**config.mk**
```make
export PLATFORM = sky130hd
export DESIGN_NAME = cla_pipe_adder_flat
export DESIGN_NICKNAME = d
export VERILOG_FILES = /design/src/rtl/cla_pkg.sv /design/src/rtl/cla_pipe_adder_if.sv /design/src/rtl/cla_pipe_stage.sv /design/src/rtl/cla_pipe_adder.sv /design/src/flat_wrapper.sv
export SDC_FILE = /design/constraint.sdc
export NUM_CORES = 1
export LEC_CHECK = 0
export CAP_MARGIN = 20
export CORE_MARGIN = 3
export CORE_UTILIZATION = 34
export DETAILED_ROUTE_END_ITERATION = 7
export PLACE_DENSITY = 0.51
export SYNTH_ARGS = -nofsm -noshare
export SYNTH_HDL_FRONTEND = slang
export SYNTH_SLANG_ARGS = --single-unit
```
**constraint.sdc**
```tcl
create_clock -name clk -period 5.2 [get_ports clk]
set_input_delay 1.56 -clock clk [delete_from_list [all_inputs] [get_ports clk]]
set_output_delay 1.56 -clock clk [all_outputs]
set_load 0.005 [all_outputs]
```
**src/rtl/cla_pkg.sv**
```systemverilog
// Shared types and helpers for the pipelined carry-lookahead adder.
package cla_pkg;

  localparam int CLA_GROUP_W = 4;

  typedef struct packed {
    logic p;
    logic g;
  } cla_pg_t;

  // Returns 0 when WIDTH cannot be split evenly into stages.
  // The top refuses to elaborate in that case.
  function automatic int cla_nstage(input int width, input int gps);
    if (gps < 1) return 0;
    if (width % (CLA_GROUP_W * gps) != 0) return 0;
    return width / (CLA_GROUP_W * gps);
  endfunction

  function automatic cla_pg_t cla_group_pg(
    input logic [3:0] p,
    input logic [3:0] g
  );
    cla_pg_t r;
    r.p = &p;
    r.g = g[3]
        | (p[3] & g[2])
        | (p[3] & p[2] & g[1])
        | (p[3] & p[2] & p[1] & g[0]);
    return r;
  endfunction

endpackage

```
**src/rtl/cla_pipe_adder_if.sv**
```systemverilog
// Operand/result handshake bundle for cla_pipe_adder.
// in_sub exists only when CLA_PIPE_SUB_EN is defined.
interface cla_pipe_adder_if #(
  parameter int WIDTH = 32
);
  logic             in_valid;
  logic             in_ready;
  logic [WIDTH-1:0] in_a;
  logic [WIDTH-1:0] in_b;
  logic             in_cin;
`ifdef CLA_PIPE_SUB_EN
  logic             in_sub;
`endif
  logic             out_valid;
  logic             out_ready;
  logic [WIDTH-1:0] out_sum;
  logic             out_cout;
  logic             out_pm;
  logic             out_gm;

  modport slave (
    input  in_valid, in_a, in_b, in_cin,
`ifdef CLA_PIPE_SUB_EN
    input  in_sub,
`endif
    input  out_ready,
    output in_ready, out_valid, out_sum,
    output out_cout, out_pm, out_gm
  );

  modport master (
    output in_valid, in_a, in_b, in_cin,
`ifdef CLA_PIPE_SUB_EN
    output in_sub,
`endif
    output out_ready,
    input  in_ready, out_valid, out_sum,
    input  out_cout, out_pm, out_gm
  );

endinterface

```
**src/rtl/cla_pipe_stage.sv**
```systemverilog
// One pipeline slice: G-group lookahead over its bit window plus
// the register slice (sum-so-far, remaining operands, carry, pm/gm).
module cla_pipe_stage
  import cla_pkg::*;
#(
  parameter int WIDTH = 32,
  parameter int G     = 2,
  parameter int K     = 0
) (
  input  logic             clk,
  input  logic             rst_n,
  input  logic             i_en,
  input  logic             i_v,
  input  logic [WIDTH-1:0] i_x,
  input  logic [WIDTH-1:0] i_b,
  input  logic             i_c,
  input  logic             i_pm,
  input  logic             i_gm,
  output logic             o_v,
  output logic [WIDTH-1:0] o_x,
  output logic [WIDTH-1:0] o_b,
  output logic             o_c,
  output logic             o_pm,
  output logic             o_gm
);

  localparam int SW = CLA_GROUP_W * G;
  localparam int LO = K * SW;

  logic [SW-1:0]    w_p;
  logic [SW-1:0]    w_g;
  logic [SW-1:0]    w_s;
  logic             w_co;
  logic             w_pm;
  logic             w_gm;
  logic [WIDTH-1:0] w_xn;
  logic [WIDTH-1:0] w_bn;

  logic             r_v;
  logic [WIDTH-1:0] r_x;
  logic [WIDTH-1:0] r_b;
  logic             r_c;
  logic             r_pm;
  logic             r_gm;

  always_comb begin
    logic    c;
    logic    gc;
    logic    pm;
    logic    gm;
    cla_pg_t pg;
    c  = 1'b0;
    gc = i_c;
    pm = 1'b1;
    gm = 1'b0;
    pg = '0;
    w_p = i_x[LO +: SW] ^ i_b[LO +: SW];
    w_g = i_x[LO +: SW] & i_b[LO +: SW];
    w_s = '0;
    for (int j = 0; j < G; j++) begin
      pg = cla_group_pg(w_p[j*4 +: 4], w_g[j*4 +: 4]);
      c  = gc;
      for (int i = 0; i < 4; i++) begin
        w_s[j*4+i] = w_p[j*4+i] ^ c;
        c = w_g[j*4+i] | (w_p[j*4+i] & c);
      end
      gc = pg.g | (pg.p & gc);
      pm = pm & pg.p;
      gm = pg.g | (pg.p & gm);
    end
    w_co = gc;
    w_pm = pm;
    w_gm = gm;
    // Consumed window: A slot now carries sum, B slot is cleared.
    w_xn = i_x;
    w_xn[LO +: SW] = w_s;
    w_bn = i_b;
    w_bn[LO +: SW] = '0;
  end

  always_ff @(posedge clk or negedge rst_n) begin
    if (!rst_n) begin
      r_v  <= 1'b0;
      r_x  <= '0;
      r_b  <= '0;
      r_c  <= 1'b0;
      r_pm <= 1'b0;
      r_gm <= 1'b0;
    end else if (i_en) begin
      r_v <= i_v;
      if (i_v) begin
        r_x  <= w_xn;
        r_b  <= w_bn;
        r_c  <= w_co;
        r_pm <= i_pm & w_pm;
        r_gm <= w_gm | (w_pm & i_gm);
      end
    end
  end

  assign o_v  = r_v;
  assign o_x  = r_x;
  assign o_b  = r_b;
  assign o_c  = r_c;
  assign o_pm = r_pm;
  assign o_gm = r_gm;

endmodule

```
**src/rtl/cla_pipe_adder.sv**
```systemverilog
// Pipelined carry-lookahead adder with valid/ready on both sides.
// Define CLA_PIPE_SUB_EN to add the in_sub (a - b) request.
module cla_pipe_adder
  import cla_pkg::*;
#(
  parameter int WIDTH            = 32,
  parameter int GROUPS_PER_STAGE = 2
) (
  input logic              clk,
  input logic              rst_n,
  cla_pipe_adder_if.slave  bus
);

  localparam int NSTAGE = cla_nstage(WIDTH, GROUPS_PER_STAGE);

  if (NSTAGE < 1) begin : g_bad_width
    $error("cla_pipe_adder: WIDTH must be a multiple of 4*GROUPS_PER_STAGE");
  end

  logic [NSTAGE:0]   w_v;
  logic [NSTAGE:0]   w_c;
  logic [NSTAGE:0]   w_pm;
  logic [NSTAGE:0]   w_gm;
  logic [NSTAGE-1:0] w_en;
  logic [WIDTH-1:0]  w_x [NSTAGE+1];
  logic [WIDTH-1:0]  w_b [NSTAGE+1];
  logic [WIDTH-1:0]  w_b0;
  logic              w_c0;

`ifdef CLA_PIPE_SUB_EN
  assign w_b0 = bus.in_b ^ {WIDTH{bus.in_sub}};
  assign w_c0 = bus.in_cin ^ bus.in_sub;
`else
  assign w_b0 = bus.in_b;
  assign w_c0 = bus.in_cin;
`endif

  assign w_v[0]  = bus.in_valid;
  assign w_x[0]  = bus.in_a;
  assign w_b[0]  = w_b0;
  assign w_c[0]  = w_c0;
  assign w_pm[0] = 1'b1;
  assign w_gm[0] = 1'b0;

  // Stage k may load unless it and everything below it is full
  // and the consumer is stalled; empty stages always collapse.
  always_comb begin
    logic full;
    full = 1'b1;
    w_en = '0;
    for (int k = NSTAGE - 1; k >= 0; k--) begin
      full    = full & w_v[k+1];
      w_en[k] = bus.out_ready | ~full;
    end
  end

  for (genvar k = 0; k < NSTAGE; k++) begin : g_stage
    cla_pipe_stage #(
      .WIDTH (WIDTH),
      .G     (GROUPS_PER_STAGE),
      .K     (k)
    ) u_stage (
      .clk   (clk),
      .rst_n (rst_n),
      .i_en  (w_en[k]),
      .i_v   (w_v[k]),
      .i_x   (w_x[k]),
      .i_b   (w_b[k]),
      .i_c   (w_c[k]),
      .i_pm  (w_pm[k]),
      .i_gm  (w_gm[k]),
      .o_v   (w_v[k+1]),
      .o_x   (w_x[k+1]),
      .o_b   (w_b[k+1]),
      .o_c   (w_c[k+1]),
      .o_pm  (w_pm[k+1]),
      .o_gm  (w_gm[k+1])
    );
  end

  assign bus.in_ready  = w_en[0];
  assign bus.out_valid = w_v[NSTAGE];
  assign bus.out_sum   = w_x[NSTAGE];
  assign bus.out_cout  = w_c[NSTAGE];
  assign bus.out_pm    = w_pm[NSTAGE];
  assign bus.out_gm    = w_gm[NSTAGE];

endmodule

```
**src/flat_wrapper.sv**
```systemverilog
// flat-port wrapper written by rule: the top's interface ports become plain ports
module cla_pipe_adder_flat import cla_pkg::*;
#(
  parameter int WIDTH            = 32,
  parameter int GROUPS_PER_STAGE = 2
)
  (clk, rst_n, bus_in_valid, bus_in_a, bus_in_b, bus_in_cin, bus_out_ready, bus_in_ready, bus_out_valid, bus_out_sum, bus_out_cout, bus_out_pm, bus_out_gm);
  cla_pipe_adder_if #(.WIDTH(WIDTH)) bus_i ();
  input logic clk;
  input logic rst_n;
  input wire logic [$bits(bus_i.in_valid)-1:0] bus_in_valid;
  input wire logic [$bits(bus_i.in_a)-1:0] bus_in_a;
  input wire logic [$bits(bus_i.in_b)-1:0] bus_in_b;
  input wire logic [$bits(bus_i.in_cin)-1:0] bus_in_cin;
  input wire logic [$bits(bus_i.out_ready)-1:0] bus_out_ready;
  output wire logic [$bits(bus_i.in_ready)-1:0] bus_in_ready;
  output wire logic [$bits(bus_i.out_valid)-1:0] bus_out_valid;
  output wire logic [$bits(bus_i.out_sum)-1:0] bus_out_sum;
  output wire logic [$bits(bus_i.out_cout)-1:0] bus_out_cout;
  output wire logic [$bits(bus_i.out_pm)-1:0] bus_out_pm;
  output wire logic [$bits(bus_i.out_gm)-1:0] bus_out_gm;
  assign bus_i.in_valid = bus_in_valid;
  assign bus_i.in_a = bus_in_a;
  assign bus_i.in_b = bus_in_b;
  assign bus_i.in_cin = bus_in_cin;
  assign bus_i.out_ready = bus_out_ready;
  assign bus_in_ready = bus_i.in_ready;
  assign bus_out_valid = bus_i.out_valid;
  assign bus_out_sum = bus_i.out_sum;
  assign bus_out_cout = bus_i.out_cout;
  assign bus_out_pm = bus_i.out_pm;
  assign bus_out_gm = bus_i.out_gm;
  cla_pipe_adder #(.WIDTH(WIDTH), .GROUPS_PER_STAGE(GROUPS_PER_STAGE)) u_core (.clk(clk), .rst_n(rst_n), .bus(bus_i));
endmodule
```
# ---- After elaboration in Yosys (flattened, before gate mapping)
# Cells that the tools add are included.
dict set report totals {
  regBits 192
  latch_bits 0
  ram_bits 0
  rom_bits 0
  word_cells 235
  memories 0
}
dict set report classes {
  add_sub_neg 0
  mul 0
  div 0
  order_cmp 0
  eq_ne 0
  shift 0
  mux 0
  n_bitwise 200
  n_reduce_logical 12
}
# operator count
set op_table {}
lappend op_table {{$and 1x1->1} 89}
lappend op_table {{$or 1x1->1} 67}
lappend op_table {{$and 8x8->8} 4}
lappend op_table {{$reduce_and 4->1} 8}
lappend op_table {{$xor 1x1->1} 32}
lappend op_table {{$xor 8x8->8} 4}
lappend op_table {{$reduce_and 2->1} 4}
lappend op_table {{$not 1->1} 4}

# ---- Longest topological paths before layout
dict set report depth {
  word_depth 13
  ltp_mapped 9
}

# ---- Cells and area by module
# A second synthesis with hierarchy kept.
dict set report hier_totals {
  cells_unflattened 715
  area_unflattened_um2 11507.3
}
# module instances cells_per_inst area_per_inst_um2 seq_area_each_um2
set by_module_without_submodules {}
lappend by_module_without_submodules {{cla_pipe_stage (u_core.g_stage[2].u_stage ...)} 2 177 2887.8 1501.4}
lappend by_module_without_submodules {{cla_pipe_stage (u_core.g_stage[0].u_stage ...)} 2 177 2837.7 1501.4}
lappend by_module_without_submodules {cla_pipe_adder 1 7 56.3 0.0}

# ---- Worst setup path after synthesis
# No wires, ideal clock.
dict set report synth_path {
  kind {input port to flip-flop}
  start {input port bus_in_b[2]}
  end {register u_core.g_stage[0].u_stage.r_x[7]}
  setup_ps 124
  arrival_ps 3621
  t_required_ps 5076
  setup_slack_ps 1455
  path_stages 9
  path_cell_list {ha_1 > a21o_1 > a21oi_1 > nand2_1 > fa_1 > fa_1 > fa_1 > xnor2_1 > o21ai_1}
}
dict set report synth_between {
  elab_chain_cells 13
  word_cells_on_any_way 20
}
# item line
set synth_lines {}
lappend synth_lines {{start: declaration} flat_wrapper.sv:13} ;# input wire logic [$bits(bus_i.in_b)-1:0] bus_in_b;
lappend synth_lines {{$and 8x8->8 or $xor 8x8->8 (tied branches)} {cla_pipe_stage.sv:58, cla_pipe_stage.sv:57}}
lappend synth_lines {{$and 1x1->1, on equally long branches} {cla_pkg.sv:26, cla_pkg.sv:27, cla_pkg.sv:28}}
lappend synth_lines {{$or 1x1->1, or another cell as far along} cla_pkg.sv:26} ;# | (p[3] & g[2])
lappend synth_lines {{$or 1x1->1 or $and 1x1->1 (tied branches)} {cla_pkg.sv:27, cla_pkg.sv:28}}
lappend synth_lines {{$or 1x1->1} cla_pkg.sv:28} ;# | (p[3] & p[2] & p[1] & g[0]);
lappend synth_lines {{$or 1x1->1 (*)} cla_pipe_stage.sv:67} ;# gc = pg.g | (pg.p & gc);
lappend synth_lines {{$and 1x1->1 (*)} cla_pipe_stage.sv:65} ;# c = w_g[j*4+i] | (w_p[j*4+i] & c);
lappend synth_lines {{$or 1x1->1 (*)} cla_pipe_stage.sv:65}
lappend synth_lines {{$and 1x1->1 (*)} cla_pipe_stage.sv:65}
lappend synth_lines {{$or 1x1->1 (*)} cla_pipe_stage.sv:65}
lappend synth_lines {{$and 1x1->1 (*)} cla_pipe_stage.sv:65}
lappend synth_lines {{$or 1x1->1 (*)} cla_pipe_stage.sv:65}
lappend synth_lines {{$xor 1x1->1 (*)} cla_pipe_stage.sv:64} ;# w_s[j*4+i] = w_p[j*4+i] ^ c;
lappend synth_lines {{end signal: assignment} cla_pipe_stage.sv:92} ;# r_x <= w_xn;
lappend synth_lines {{end: declaration} cla_pipe_stage.sv:40} ;# logic [WIDTH-1:0] r_x;
# Mark *: on every way between the ends. The rest lies on a longest branch, timed or not.
# A chain may end at the register's enable or synchronous reset.

# ---- Worst setup path in the final report
dict set report layout_path {
  start {input port bus_out_ready}
  end {output port bus_in_ready}
}
dict set report layout_between {
  elab_chain_cells 1
}
# item line
set layout_lines {}
lappend layout_lines {{start: declaration} flat_wrapper.sv:15} ;# input wire logic [$bits(bus_i.out_ready)-1:0] bus_out_ready;
lappend layout_lines {{$or 1x1->1} cla_pipe_adder.sv:53} ;# w_en[k] = bus.out_ready | ~full;
lappend layout_lines {{end: declaration} flat_wrapper.sv:16} ;# output wire logic [$bits(bus_i.in_ready)-1:0] bus_in_ready;
# No other way between the ends.

==> impl_metrics.csv <==
group,metric,value,unit
status,status,"complete, no violations",
worst_setup_path,reg2reg_slack,2.15,ns
grt,grt_pass1_vias,5973,
grt,antenna_found_initial,0,
synthesis,synthMostInstantiatedCell,"nand2_1",
routing,ant_nets,0,
routing,wl,18600,µm
grt,grt_util_all_layers,0.146,
worst_hold_path,hold_class,"reg2reg",
worst_setup_path,r2r-start,"u_core.g_stage[1].u_stage.o_x[18]",
synthesis,synth_seq_cells,192,
placed_design,dp.cells,1262,
timing,drv_slew,0,
routing,top_layer,"met4",
synthesis,ys_types,38,
routing,wl_per_cell,14.3,µm
timing,max_slew_margin,0.333,
pwr,p_leak,0.00525,µW
layout,layout.nets,1082,
layout,area_delta_synth_final,23.6,%
clock_network,hold_buffers,0,
clock_network,clock_path_buffers,2,
routing,wl_met2,8350,µm
routing,drt-met1-wl,9300,µm
synthesis,synth_edf_count,0,
grt,gr-total-overflow,0,
clock_network,cts_buffers,17,
worst_setup_path,r2r_end,"u_core.g_stage[2].u_stage.o_x[23]",
grt,grt_start_max_net_pins,85,
timing,rsz0062_at_grt,"no",
grt,grt_pass1_wl,31200,µm
pwr,irDropWorstVdd,178,µV
pwr,intPower,3360,µW
pwr,seqPwrFrac,0.449,
placed_design,hpwl,13000,µm
timing,worst_pin_slew,0.997,ns
clock_network,cts_tree,"yes",
timing,period_minus_slack,4.69,ns
worst_setup_path,r2r_cells,9,
floorplanning,die_area,27000,µm²
routing,vias,5863,
clock_network,cts_setup_buffers,0,
worst_setup_path,required,3.64,ns
clock_network,clk-insertion-delay-late,0.42,ns
worst_setup_path,worstPathArrival,3.13,ns
synthesis,synthTopCellsByArea,"dfrtp_1 56%, nand2_1 19%, fa_1 5.6%",
synthesis,synth_commonest_cells,"424 x nand2_1, 192 x dfrtp_1, 32 x ha_1",
timing,worst_slack,0.510,ns
worst_hold_path,hold-path-endpoint,"u_core.g_stage[2].u_stage.o_x[2]",
timing,hold_ws,0.463,ns
floorplanning,core.rowCount,57,
pwr,powerDensity,461,nW/µm²
worst_setup_path,crit_type,"in2out",
synthesis,syn-num-nets,982,
clock_network,htreeDepth,4,
layout,fin_cells,1294,
worst_setup_path,path_max_fanout,4,
floorplanning,die-height,164,µm
layout,num_antenna_cells,0,
synthesis,ys_seq_area_frac,0.564,
worst_setup_path,critPathCaptureType,"output port",
routing,dr.pass1.iters,4,
timing,finalCritPeriodShare,0.902,
clock_network,cts_root_buf,"clkbuf_16",
pwr,swShare,0.308,
synthesis,async_reset_ff_frac,1.00,
synthesis,yosys.area.top_type,"dfrtp_1",
floorplanning,io_pins,106,
layout,drive_gt1_frac,0.0835,
synthesis,yosysTopAreaCellShare,0.564,
pwr,power_frac_comb,0.267,
floorplanning,start_util,0.348,
timing,tns,0,ns
timing,hold_viol,0,
clock_network,cts_resized,0,
routing,drt_iter0_markers,289,
timing,worst_clock_skew,0.00769,ns
pwr,clkPwrFrac,0.284,
clock_network,clkSinkCount,192,
synthesis,ys.warnings.count,0,
timing,fmaxAchievable,213,MHz
synthesis,ys.flop_type,"dfrtp_1",
synthesis,avgSynthCellArea,9.95,µm²
synthesis,postSynthCellCount,857,
routing,via_per_inst,4.53,
clock_network,clk_pin_slew,0.07,ns
floorplanning,placeableCoreArea,24500,µm²
pwr,power_switching,1490,µW
routing,drc,0,
worst_hold_path,hold_path_depth,2,
timing,finalSetupViolations,0,
synthesis,synth_area,8520,µm²
worst_setup_path,crit_path_start_kind,"input port",
placed_design,io_buffers,105,
routing,wl_met3,702,µm
job,maxCapViolations,0,
placed_design,gp_congestion,0.773,
floorplanning,die_x,164,µm
placed_design,dp_slack,0.498,ns
worst_hold_path,worstHoldStart,"u_core.g_stage[1].u_stage.o_x[2]",
## stage by stage
| stage | power, µW | utilization | instance area [µm²] |
|---|---|---|---|
| 6_report | 4860 | 0.431 | 10500 |
| 5_1_grt | 5220 | 0.431 | 10500 |
| 4_1_cts | 4940 | 0.431 | 10500 |
| 3_5_place_dp | 3540 | 0.405 | 9910 |
| 3_3_place_gp | 3500 | 0.405 | 9910 |
| 2_1_floorplan | 2910 | - | 8520 |
## cells by family after synthesis
logic type | after synthesis | share of synthesized area
XOR/XNOR | 8 | 0.00822
flip-flops | 192 | 0.564
AO/OA/AOI/OAI | 64 | 0.0465
buffers and inverters | 55 | 0.0317
AND/OR/NAND/NOR | 453 | 0.208
adder cells (fa/ha/maj) | 56 | 0.103
multiplexers | 29 | 0.0383
## routing by layer
layer,GRT usage,vias to the layer above
met3,0.0250,15
met5,0,-
met2,0.226,82
li1,-,2943
met4,0.0415,0
met1,0.212,2823
## cell type report
type	count	area, µm²
well taps	324	405
clock inverters	15	200
clock buffers	17	425
fillers	2405	13900
multi-input cells	610	3470
inverters	20	75.1
repair buffers	116	1150
flip-flops and latches	192	4800
## state kept, by name, summed over array words and instances (netlist names)
| register | flops |
|---|---|
| u_core.g_stage.u_stage.o_v | 4 |
| u_core.g_stage.u_stage.o_pm | 4 |
| u_core.g_stage.u_stage.o_c | 4 |
| u_core.g_stage.u_stage.o_x | 128 |
| u_core.g_stage.u_stage.o_gm | 4 |
| u_core.g_stage.u_stage.o_b | 48 |
## critical path, cell delays in order
cell	delay, ns
clkdlybuf4s50_1	0.46
and4b_1	0.45
nand2_1	0.18
clkdlybuf4s50_1	0.48
## how the worst max path moves through the flow
stage / from / end / slack [ns] / depth (start not counted)
floorplan: bus_in_b[2] / u_core.g_stage[0].u_stage.o_x[7] / 1.46 / 9
global placement: bus_out_ready / bus_in_ready / 0.51 / 4
detailed placement: bus_out_ready / bus_in_ready / 0.50 / 4
CTS: bus_out_ready / bus_in_ready / 0.48 / 4
global route: bus_out_ready / bus_in_ready / 0.42 / 4
finish: bus_out_ready / bus_in_ready / 0.51 / 4
## cell usage in the layout (no fill, tap or decap), drive strengths merged, types with 4 or more instances in the layout
master,instances
dfrtp,192
inv,25
nand4,6
or2,4
clkbuf,18
nand2b,4
fa,24
ha,32
mux2,29
clkinv,5
nand2,424
a21o,7
buf,11
clkdlybuf4s50,104
o21ai,20
nand3,6
a21oi,23
xnor2,8
## power groups by stage
stage | registers, µW | logic (µW) | clock network (µW)
floorplan | 2150 | 753 | 0
global placement | 2210 | 1290 | 0
detailed placement | 2220 | 1320 | 0
CTS | 2190 | 1330 | 1420
global route | 2240 | 1490 | 1480
finish | 2180 | 1290 | 1380
Power figures use the tool's default switching activity.
